## src/rtl/tri_bbox_scanner.sv

```systemverilog
`default_nettype none
// ============================================================================
// Module   : tri_bbox_scanner
// Purpose  : Walks the screen-clamped bounding box of one triangle in raster
//            order and emits recoded-float sample points for the point sampler.
// Revision : 1.0
// ============================================================================
module tri_bbox_scanner #(
  parameter int PIX_W    = 16,
  parameter int SCREEN_W = 640,
  parameter int SCREEN_H = 480
) (
  input  logic             clk,
  input  logic             rst,
  input  logic             tri_valid,
  output logic             tri_ready,
  input  logic [65:0]      tri_Pa,
  input  logic [65:0]      tri_Pb,
  input  logic [65:0]      tri_Pc,
  input  logic [PIX_W-1:0] tri_xmin,
  input  logic [PIX_W-1:0] tri_xmax,
  input  logic [PIX_W-1:0] tri_ymin,
  input  logic [PIX_W-1:0] tri_ymax,
  input  logic             tri_windingOrder,
  input  logic             tri_origin_location,
  input  logic             tri_areaSign,
  output logic             pix_valid,
  input  logic             pix_ready,
  output logic [PIX_W-1:0] pix_x,
  output logic [PIX_W-1:0] pix_y,
  output logic [65:0]      pix_Pin,
  output logic [65:0]      pix_Pa,
  output logic [65:0]      pix_Pb,
  output logic [65:0]      pix_Pc,
  output logic             pix_windingOrder,
  output logic             pix_origin_location,
  output logic             pix_areaSign,
  output logic             pix_last,
  output logic             tri_done
);

  localparam logic [PIX_W-1:0] c_X_LIM = PIX_W'(SCREEN_W - 1);
  localparam logic [PIX_W-1:0] c_Y_LIM = PIX_W'(SCREEN_H - 1);

  typedef enum logic [0:0] {
    S_IDLE = 1'b0,
    S_SCAN = 1'b1
  } state_t;

  state_t           r_state;
  logic [PIX_W-1:0] r_x;
  logic [PIX_W-1:0] r_y;
  logic [PIX_W-1:0] r_xmin;
  logic [PIX_W-1:0] r_cxmax;
  logic [PIX_W-1:0] r_cymax;
  logic             r_tri_ready;
  logic             r_pix_valid;
  logic             r_tri_done;
  logic [65:0]      r_pa;
  logic [65:0]      r_pb;
  logic [65:0]      r_pc;
  logic             r_wind;
  logic             r_orig;
  logic             r_area;

  logic [PIX_W-1:0] w_cxmax;
  logic [PIX_W-1:0] w_cymax;
  logic             w_empty;
  logic             w_accept;
  logic             w_adv;
  logic             w_x_end;
  logic             w_y_end;

  // Unsigned integer to recFN(8,24); exact because PIX_W <= 24.
  // Recoded exponent of 2^p is p + 256; zero encodes as all-zero.
  function automatic logic [32:0] f_int_to_rec(input logic [PIX_W-1:0] n);
    logic [4:0]  msb;
    logic [22:0] frac;
    logic [8:0]  expo;
    msb = 5'd0;
    for (int i = 0; i < PIX_W; i++) begin
      if (n[i]) msb = 5'(i);
    end
    frac = 23'({n, 23'd0} >> msb);
    expo = 9'd256 + {4'd0, msb};
    if (n == '0) return 33'd0;
    return {1'b0, expo, frac};
  endfunction

  assign w_cxmax  = (tri_xmax > c_X_LIM) ? c_X_LIM : tri_xmax;
  assign w_cymax  = (tri_ymax > c_Y_LIM) ? c_Y_LIM : tri_ymax;
  assign w_empty  = (tri_xmin > w_cxmax) || (tri_ymin > w_cymax);
  assign w_accept = (r_state == S_IDLE) && r_tri_ready && tri_valid;
  assign w_adv    = (r_state == S_SCAN) && r_pix_valid && pix_ready;
  assign w_x_end  = (r_x == r_cxmax);
  assign w_y_end  = (r_y == r_cymax);

  always_ff @(posedge clk or posedge rst) begin
    if (rst) begin
      r_state     <= S_IDLE;
      r_x         <= '0;
      r_y         <= '0;
      r_xmin      <= '0;
      r_cxmax     <= '0;
      r_cymax     <= '0;
      r_tri_ready <= 1'b0;
      r_pix_valid <= 1'b0;
      r_tri_done  <= 1'b0;
      r_pa        <= '0;
      r_pb        <= '0;
      r_pc        <= '0;
      r_wind      <= 1'b0;
      r_orig      <= 1'b0;
      r_area      <= 1'b0;
    end else begin
      r_tri_done <= 1'b0;
      case (r_state)
        S_IDLE: begin
          r_tri_ready <= 1'b1;
          r_pix_valid <= 1'b0;
          if (w_accept) begin
            r_pa    <= tri_Pa;
            r_pb    <= tri_Pb;
            r_pc    <= tri_Pc;
            r_wind  <= tri_windingOrder;
            r_orig  <= tri_origin_location;
            r_area  <= tri_areaSign;
            r_xmin  <= tri_xmin;
            r_cxmax <= w_cxmax;
            r_cymax <= w_cymax;
            if (w_empty) begin
              r_tri_done <= 1'b1;
            end else begin
              r_x         <= tri_xmin;
              r_y         <= tri_ymin;
              r_tri_ready <= 1'b0;
              r_pix_valid <= 1'b1;
              r_state     <= S_SCAN;
            end
          end
        end
        S_SCAN: begin
          if (w_adv) begin
            if (!w_x_end) begin
              r_x <= r_x + 1'b1;
            end else if (!w_y_end) begin
              r_x <= r_xmin;
              r_y <= r_y + 1'b1;
            end else begin
              // Counters stay on the last pixel; tri_done and tri_ready rise together.
              r_state     <= S_IDLE;
              r_pix_valid <= 1'b0;
              r_tri_ready <= 1'b1;
              r_tri_done  <= 1'b1;
            end
          end
        end
        default: begin
          r_state     <= S_IDLE;
          r_pix_valid <= 1'b0;
          r_tri_ready <= 1'b1;
        end
      endcase
    end
  end

  assign tri_ready           = r_tri_ready;
  assign tri_done            = r_tri_done;
  assign pix_valid           = r_pix_valid;
  assign pix_x               = r_x;
  assign pix_y               = r_y;
  assign pix_Pin             = {f_int_to_rec(r_x), f_int_to_rec(r_y)};
  assign pix_Pa              = r_pa;
  assign pix_Pb              = r_pb;
  assign pix_Pc              = r_pc;
  assign pix_windingOrder    = r_wind;
  assign pix_origin_location = r_orig;
  assign pix_areaSign        = r_area;
  assign pix_last            = (r_state == S_SCAN) && w_x_end && w_y_end;

endmodule
`default_nettype wire

```

## config.mk

```make
export PLATFORM = sky130hd
export DESIGN_NAME = tri_bbox_scanner
export DESIGN_NICKNAME = d
export VERILOG_FILES = /design/src/rtl/tri_bbox_scanner.sv
export SDC_FILE = /design/constraint.sdc
export NUM_CORES = 1
export LEC_CHECK = 0
export BUFFER_PORTS_ARGS = -buffer_cell sky130_fd_sc_hd__buf_4
export CAP_MARGIN = 20
export CORE_AREA = 2 2 224 226
export CTS_CLUSTER_SIZE = 12
export DETAILED_ROUTE_END_ITERATION = 6
export DIE_AREA = 0 0 226 228
export PLACE_DENSITY = 0.55
export SYNTH_ARGS = -nofsm -noshare
export SYNTH_HDL_FRONTEND = slang
export SYNTH_SLANG_ARGS = --single-unit
export TNS_END_PERCENT = 100
```

## constraint.sdc

```tcl
create_clock -name clk -period 9.55 [get_ports clk]
set_input_delay 0.955 -clock clk [delete_from_list [all_inputs] [get_ports clk]]
set_output_delay 0.955 -clock clk [all_outputs]
set_load 0.03 [all_outputs]
```

==> results of run 1 <==
[registers in the layout, indices dropped and copies added, names as in the netlist, 16 cells and up]
register,flops
pix_Pc,66
pix_Pb,66
pix_y,16
r_cymax,16
pix_Pa,66
pix_x,16
r_cxmax,16
r_xmin,16
[critical path: cells and delay by family (launching register included)]
kind / cells / cell delay (ps)
DFF: 1 / 680
and+or+nand+nor: 2 / 490
AOI/OAI and AO/OA: 5 / 1240
buffers and inverters: 2 / 640
[power by group]
group / switching, mW / leakage [nW] / internal (mW)
combinational: 2.93 / 6.44 / 1.62
sequential: 0.551 / 3.53 / 1.75
clock: 0.557 / 0.616 / 0.888
total: 4.03 / 10.6 / 4.26
[metal layers]
| layer | track usage, % | part of all wire [%] | vias up | wire length [um] |
|---|---|---|---|---|
| li1 | - | - | 6804 | - |
| met1 | 25.8 | 40 | 7034 | 22300 |
| met2 | 34.9 | 48 | 569 | 27100 |
| met3 | 7.78 | 9.4 | 85 | 5280 |
| met4 | 7.76 | 2.9 | 0 | 1630 |
| met5 | 0 | 0 | - | 0 |
[layout by cell type, fill, tap and decap left out, types with 30 or more instances in the layout]
cell type,n
sky130_fd_sc_hd__dfrtp_1,285
sky130_fd_sc_hd__clkbuf_16,36
sky130_fd_sc_hd__nor2_1,68
sky130_fd_sc_hd__nand2_1,725
sky130_fd_sc_hd__a21oi_1,41
sky130_fd_sc_hd__buf_4,553
sky130_fd_sc_hd__conb_1,39
sky130_fd_sc_hd__ha_1,36
sky130_fd_sc_hd__nand3_1,53
sky130_fd_sc_hd__o21ai_0,80
sky130_fd_sc_hd__inv_1,30
[how the worst max path moves through the flow]
| stage | startpoint | endpoint | slack, ps | depth (start not counted) |
|---|---|---|---|---|
| global placement | tri_xmax[13] | pix_x[4] | 4950 | 13 |
| finish | pix_y[3] | pix_Pin[17] | 5000 | 9 |
| global route | r_state | pix_y[2] | 4720 | 7 |
| CTS | pix_y[3] | pix_Pin[17] | 4990 | 9 |
| floorplan | rst | pix_Pa[0] | 730 | 1 |
| detailed placement | tri_xmax[13] | pix_x[6] | 4880 | 13 |
[synth_stat cells (12+ instances only)]
library cell | number | share of area (%)
sky130_fd_sc_hd__nand2_1 | 725 | 18
sky130_fd_sc_hd__dfrtp_1 | 285 | 48
sky130_fd_sc_hd__o21ai_0 | 80 | 2.7
sky130_fd_sc_hd__clkbuf_1 | 68 | 1.7
sky130_fd_sc_hd__nor2_1 | 68 | 1.7
sky130_fd_sc_hd__nand3_1 | 54 | 1.8
sky130_fd_sc_hd__a21oi_1 | 41 | 1.4
sky130_fd_sc_hd__ha_1 | 36 | 3.1
sky130_fd_sc_hd__inv_1 | 31 | 0.79
sky130_fd_sc_hd__buf_4 | 28 | 1.4
sky130_fd_sc_hd__buf_2 | 26 | 0.88
sky130_fd_sc_hd__xnor2_1 | 24 | 1.4
sky130_fd_sc_hd__and2_1 | 20 | 0.85
sky130_fd_sc_hd__nand4_1 | 19 | 0.81
sky130_fd_sc_hd__xor2_1 | 18 | 1.1
sky130_fd_sc_hd__a31oi_1 | 16 | 0.68
sky130_fd_sc_hd__mux2_2 | 16 | 1.2
sky130_fd_sc_hd__nor4_1 | 16 | 0.68
sky130_fd_sc_hd__mux2i_1 | 15 | 1.0
sky130_fd_sc_hd__and3_1 | 14 | 0.59
sky130_fd_sc_hd__a211oi_1 | 12 | 0.61
sky130_fd_sc_hd__buf_1 | 12 | 0.31
sky130_fd_sc_hd__nor3_1 | 12 | 0.41
sky130_fd_sc_hd__o22ai_1 | 12 | 0.51
[logic make-up (layout without fill, tap and decap cells)]
group	count (synthesis)	after routing
fa+ha+maj	36	36
simple gates	958	958
flops	285	285
other cells	2	47
mux	33	33
xor+xnor	42	42
compound gates	249	249
buf+inv	171	651
[per-stage QoR]
| stage | utilization, % | instance area (um^2) |
|---|---|---|
| 3_5_place_dp | 39.0 | 19200 |
| 4_1_cts | 41.5 | 20500 |
| 3_3_place_gp | 38.9 | 19200 |
| 2_1_floorplan | - | 14900 |
| 5_1_grt | 41.6 | 20500 |
| 6_report | 41.6 | 20500 |
[cell type report]
class | count | area [um^2]
antenna | 8 | 20.0
clock buffer | 51 | 1070
clock inverter | 12 | 185
fill | 5038 | 28800
inverter | 33 | 131
multi-input combinational | 1357 | 6940
sequential | 285 | 7130
tap | 672 | 841
timing repair buffer | 555 | 4200
==> results.yml, run 1 <==
sta:
  fin_hold_ws_ps: 473
  rsz0062_at_grt: "false"
  timing.setup.tns_ps: 0
  timing.final.hold_violations: 0
  slew_headroom_pct: 25.4
  finalMaxSlewViolations: 0
  min_period_over_period_pct: 47.6
  max_slew.worst_pin.slew_ps: 1120
  finalWorstPathRequiredPeriod_ps: 4550
  finalSetupViolCount: 0
  postLayoutSetupSlackWorst_ps: 5000
  fin_worst_skew_ps: 20.6
  max_freq_mhz: 220
synth:
  synth_enable_flop_cells: 0
  netlist_area_um2: 14700
  synth.lib_cells_used.distinct: 72
  synth_compound_area_share_pct: 11.1
  synth_top_family_by_area: "simple AND/OR/NAND/NOR gates"
  yosys_warnings: 0
  seq_area_frac_synth_pct: 48.4
  synth_seq_cells: 285
  post_synth.cell_area_avg_um2: 8.30
  yosys.area_share.xor_xnor_pct: 2.50
  synth_simple_gate_area_share_pct: 26.9
  asyncSetResetFlopFracSynth_pct: 100
  postSynth.topFlopCell: "sky130_fd_sc_hd__dfrtp_1"
  muxShareOfSynthArea_pct: 2.45
  synth_cells: 1776
  yosys.area_share.adder_pct: 3.06
setup_path:
  crit_slowest_cell: "sky130_fd_sc_hd__dfrtp_1"
  critical_path.endpoint_type: "primary output"
  timing.critical_path.required_ps: 8600
  timing.setup.critical_path_class: "flop to primary output"
  crit_chain: "nor2_1, o31ai_1, a211oi_1, o31a_1, inv_1, o21ai_0, or3_1, a31oi_1, buf_4"
  worst_r2r_endpoint: "pix_y[2]"
  r2r-start: "r_state"
  worst_r2r_path_depth: 7
  reg2reg_setup_slack_ps: 5040
  worst_setup_path_start_kind: "flop"
  worstPathArrival_ps: 3590
  slowest_delay_ps: 680
  cp_max_fo: 14
final_layout:
  area.growth.synth_to_final_pct: 39.3
  num-nets-final: 2572
  post_route_cells_drive_above_1_share_pct: 28.7
  finish.cell_count_without_fillers: 2973
clocking:
  cts.root.buffer_cell: "sky130_fd_sc_hd__clkbuf_16"
  tritoncts.num_buffers: 35
  postCtsHoldBufs: 0
  clock-sinks: 285
  cts.path.max_buffers: 3
  clkTransAtPathRegs_ps: 60
  postCtsSetupBuffers: 0
  cts_repair_resize_count: 0
  ctsHtreeMaxLevel: 2
  clock_tree_from_tritoncts: "yes"
  worst_skew_late_latency_ps: 540
global_route:
  grt_start_max_net_pins: 163
  initial_antenna_violation_count: 8
  grt-ovfl-total: 0
  groute.usage.overall_pct: 21.4
  first_global_vias: 14469
  grt_pass1_wl_um: 85400
min_path:
  holdCritStartpoint: "pix_Pa[27]"
  holdPathEnd: "pix_Pa[27]"
  hp-class: "flop to flop"
  min_path_cells: 2
power:
  power.density_nw_per_um2: 404
  peakVddDrop_v: 0.000286
  leakage_nw: 10.6
  total_power_mw: 8.29
detailed_routing:
  via_count: 14492
  initialDrtViolationCount: 1145
  drt_pass1_iterations: 6
  route.detailed.wl_per_inst_um: 18.9
  postRouteAntennaNets: 0
  route.final.wire_length_um: 56300
  vias_per_cell: 4.87
  drcViolationCount: 0
die:
  die_w_um: 226
  design.die.area_um2: 51500
  die_height_um: 228
  initial_utilization_pct: 29.9
  core_area_um2: 49300
  top_level_ports: 572
  rows: 82
placement:
  dp_worst_setup_slack_ps: 4880
  io_buffer_count: 545
  place.detailed.hpwl_um: 41400
  place.detailed.instances: 2902
  routabilityCongestion: 0.884
job:
  max-cap-violations: 0
status:
  run_status: "complete, no violations"
(Power assumes the default switching activity.)
==> run 2: changes to the inputs <==
--- a/config.mk
+++ b/config.mk
@@ -5,13 +5,14 @@
 export SDC_FILE = /design/constraint.sdc
 export NUM_CORES = 1
 export LEC_CHECK = 0
+export ABC_AREA = 1
 export BUFFER_PORTS_ARGS = -buffer_cell sky130_fd_sc_hd__buf_4
 export CAP_MARGIN = 20
-export CORE_AREA = 2 2 224 226
+export CORE_AREA = 2 2 225 227
 export CTS_CLUSTER_SIZE = 12
 export DETAILED_ROUTE_END_ITERATION = 6
-export DIE_AREA = 0 0 226 228
-export PLACE_DENSITY = 0.55
+export DIE_AREA = 0 0 227 229
+export PLACE_DENSITY = 0.56
 export SYNTH_ARGS = -nofsm -noshare
 export SYNTH_HDL_FRONTEND = slang
 export SYNTH_SLANG_ARGS = --single-unit
==> constraint.sdc (replaced) <==
create_clock -name clk -period 3.95 [get_ports clk]
set_input_delay 0.395 -clock clk [delete_from_list [all_inputs] [get_ports clk]]
set_output_delay 0.395 -clock clk [all_outputs]
set_load 0.03 [all_outputs]
==> run 2 against run 1 <==
Clock-buffer cell count fell by 3. Critical path type unchanged. Sequential cell count did not move. Synthesized cell count rose by 9.3%. Clock power rose by 120%. Critical endpoint is now pix_Pin[55]. Clock skew fell by 0.84 ps. Highest routed layer is now met5. Combinational power rose to 2.5 times the previous value. Global-route usage fell by 0.60 points. Sequential share of layout area fell by 0.18 points.
==> results.yml, run 2 <==
final_layout:
  area.growth.synth_to_final_pct: 39.2
  post_route_cells_drive_above_1_share_pct: 28.4
  num-nets-final: 2766
  final_common_cell: "sky130_fd_sc_hd__nand2_1"
  final_util_pct: 41.5
  most_used_cells_in_the_layout_excluding_fill_and_tap_cells: "sky130_fd_sc_hd__nand2_1, sky130_fd_sc_hd__buf_4, sky130_fd_sc_hd__dfrtp_1, sky130_fd_sc_hd__nand3_1, sky130_fd_sc_hd__nor2_1"
synth:
  postSynth.topFlopCell: "sky130_fd_sc_hd__dfrtp_1"
  post_synth.cell_area_avg_um2: 7.63
  seq_area_frac_synth_pct: 48.1
  synth.lib_cells_used.distinct: 56
  synth_seq_cells: 285
  yosys.area.top_type: "sky130_fd_sc_hd__dfrtp_1"
  netlist.area_leader.share_pct: 48.1
  asyncSetResetFlopFracSynth_pct: 100
  synth_cells: 1942
  netlist_area_um2: 14800
  post-synth-top-count-cell: "sky130_fd_sc_hd__nand2_1"
  yosys_warnings: 0
  synth_enable_flop_cells: 0
  synth.area.top_cells: "sky130_fd_sc_hd__dfrtp_1, sky130_fd_sc_hd__nand2_1, sky130_fd_sc_hd__nand3_1"
  synth.top_cells.by_count: "sky130_fd_sc_hd__nand2_1, sky130_fd_sc_hd__dfrtp_1, sky130_fd_sc_hd__nand3_1, sky130_fd_sc_hd__nor2_1, sky130_fd_sc_hd__o21ai_0"
sta:
  slew_headroom_pct: 39.8
  fin_worst_skew_ps: 19.7
  finalSetupViolCount: 0
  timing.final.hold_violations: 0
  finalWorstPathRequiredPeriod_ps: 3460
  postLayoutSetupSlackWorst_ps: 486
  rsz0062_at_grt: "false"
  min_period_over_period_pct: 87.7
  max_freq_mhz: 289
  fin_hold_ws_ps: 47.2
  max_slew.worst_pin.slew_ps: 904
  finalMaxSlewViolations: 0
detailed_routing:
  drcViolationCount: 0
  route.final.wire_length_um: 54500
  postRouteAntennaNets: 0
  drt_pass1_iterations: 5
  vias_per_cell: 4.60
  via_count: 14567
  initialDrtViolationCount: 977
  route.detailed.wl_per_inst_um: 17.2
status:
  run_status: "complete, no violations"
power:
  peakVddDrop_v: 0.000524
  power.density_nw_per_um2: 972
  leakage_nw: 11.0
setup_path:
  crit_family: "simple AND/OR/NAND/NOR gates"
  crit_slowest_cell: "sky130_fd_sc_hd__dfrtp_1"
  timing.critical_path.required_ps: 3560
  timing.setup.critical_path_class: "flop to primary output"
  worst_setup_path_start_kind: "flop"
  critPathMostFrequentCell: "sky130_fd_sc_hd__nand2_1"
  crit_chain: "inv_2, nand2_1, nand2_1, nand3_1, nand2_1, nand2_1, a31oi_2, buf_4, clkinv_1, nand3_1, nand3_1, nand3_1, nand2_1, nor2_1, buf_4"
  cp.buffers_inverters: 4
  worstPathArrival_ps: 3070
  cp_max_fo: 17
  slowest_delay_ps: 490
  critical_path.endpoint_type: "primary output"
job:
  max-cap-violations: 0
clocking:
  cts.root.buffer_cell: "sky130_fd_sc_hd__clkbuf_16"
  cts.path.max_buffers: 3
  ctsHtreeMaxLevel: 2
  clock_tree_from_tritoncts: "yes"
  tritoncts.num_buffers: 36
  clkTransAtPathRegs_ps: 60
  cts_repair_resize_count: 0
  clock-sinks: 285
  worst_skew_late_latency_ps: 540
die:
  core_area_um2: 49700
  initial_utilization_pct: 29.9
  die_height_um: 229
  design.die.area_um2: 52000
  rows: 82
  die_w_um: 227
  top_level_ports: 572
global_route:
  globalRoute.busiestLayer: "met2"
  grt_start_max_net_pins: 184
  groute.usage.overall_pct: 20.8
  grt_pass1_wl_um: 84200
  grt-ovfl-total: 0
  first_global_vias: 14999
  met3_usage_grt_pct: 5.89
  initial_antenna_violation_count: 12
  gr-usage-met2_pct: 34.3
  grtUsageMet1_pct: 24.9
placement:
  routabilityCongestion: 0.875
  io_buffer_count: 545
  place.detailed.hpwl_um: 40800
  dp_worst_setup_slack_ps: -47.3
min_path:
  hp-class: "primary input to flop"
run 2: cell types whose count changed after synthesis, sizes merged, moves of 12 or more:
| cell | change |
|---|---|
| and2 | -18 |
| and3 | -14 |
| inv | +55 |
| mux2 | -18 |
| mux2i | -14 |
| nand2 | +203 |
| nand3 | +61 |
| nor2 | +27 |
| nor4 | -12 |
| o21ai | +22 |
| xnor2 | -13 |
run 2: cell families after synthesis:
kind of cell	synth area share, %
xor+xnor	1.30
fa+ha+maj	3.04
other cells	0.0507
mux	0.0675
buf+inv	6.88
compound gates	7.06
flops	48.1
simple gates	33.5
run 2: final cells by class:
| cell class | count | area [um^2] |
|---|---|---|
| fill | 5232 | 29000 |
| sequential | 285 | 7130 |
| multi-input combinational | 1475 | 6820 |
| timing repair buffer | 570 | 4330 |
| clock buffer | 48 | 986 |
| tap | 672 | 841 |
| inverter | 93 | 364 |
| clock inverter | 11 | 124 |
| antenna | 11 | 27.5 |
run 2: power breakdown:
group	internal, mW	switching (mW)	total, mW
registers	4.22	1.13	5.35
clock network	1.88	1.29	3.17
logic	3.96	7.58	11.5
run 2: path summary, 6_finish.rpt:
| check | from | slack, ps | depth (start not counted) | to |
|---|---|---|---|---|
| worst min register to register | pix_Pc[9] | 480 | 2 | pix_Pc[9] |
| worst min-delay path | tri_Pa[56] | 50 | 3 | pix_Pa[56] |
| worst max register to register | pix_x[7] | 1240 | 12 | pix_x[10] |
| max in group asynchronous | rst | 2510 | 4 | r_xmin[0] |
| min in group asynchronous | rst | 530 | 3 | pix_Pb[24] |
| worst max-delay path | pix_x[3] | 490 | 15 | pix_Pin[55] |
run 2: timing repair:
action                                  in CTS  in global routing
hold buffers                                 1                  0
buffers inserted                             0                  0
endpoints found under the hold margin       21                  0
endpoints found under the setup margin       0                  0
run 2: metal layers:
| layer | share of wire, % | vias to the layer above |
|---|---|---|
| met1 | 40 | 6900 |
| met5 | 0.017 | - |
| li1 | - | 7121 |
| met2 | 49 | 449 |
| met3 | 7.5 | 95 |
| met4 | 3.8 | 2 |
run 2: worst reg2reg max path: stages, from the launching register on:
cell and delay [ps]:
sky130_fd_sc_hd__dfrtp_1 570, sky130_fd_sc_hd__clkinv_2 230, sky130_fd_sc_hd__nand2_1 110, sky130_fd_sc_hd__nand3_1 70
sky130_fd_sc_hd__nor4_1 470, sky130_fd_sc_hd__nand2_1 160, sky130_fd_sc_hd__inv_2 140, sky130_fd_sc_hd__nand2_2 70
sky130_fd_sc_hd__nor2_4 130, sky130_fd_sc_hd__inv_2 120, sky130_fd_sc_hd__nand2_2 350, sky130_fd_sc_hd__nand2_1 100
sky130_fd_sc_hd__o21ai_1 90
run 2: per-stage QoR:
stage                     cells  setup TNS [ps]  instance area (um^2)  power, mW
after floorplan            1979          -63340                 15000       12.7
after CTS                  3154               0                 20600       20.2
after detailed placement   3094            -420                 19500       16.9
after global placement     3094               0                 19500       16.9
final                      3165               0                 20600       20.1
after global routing       3165               0                 20600       21.5
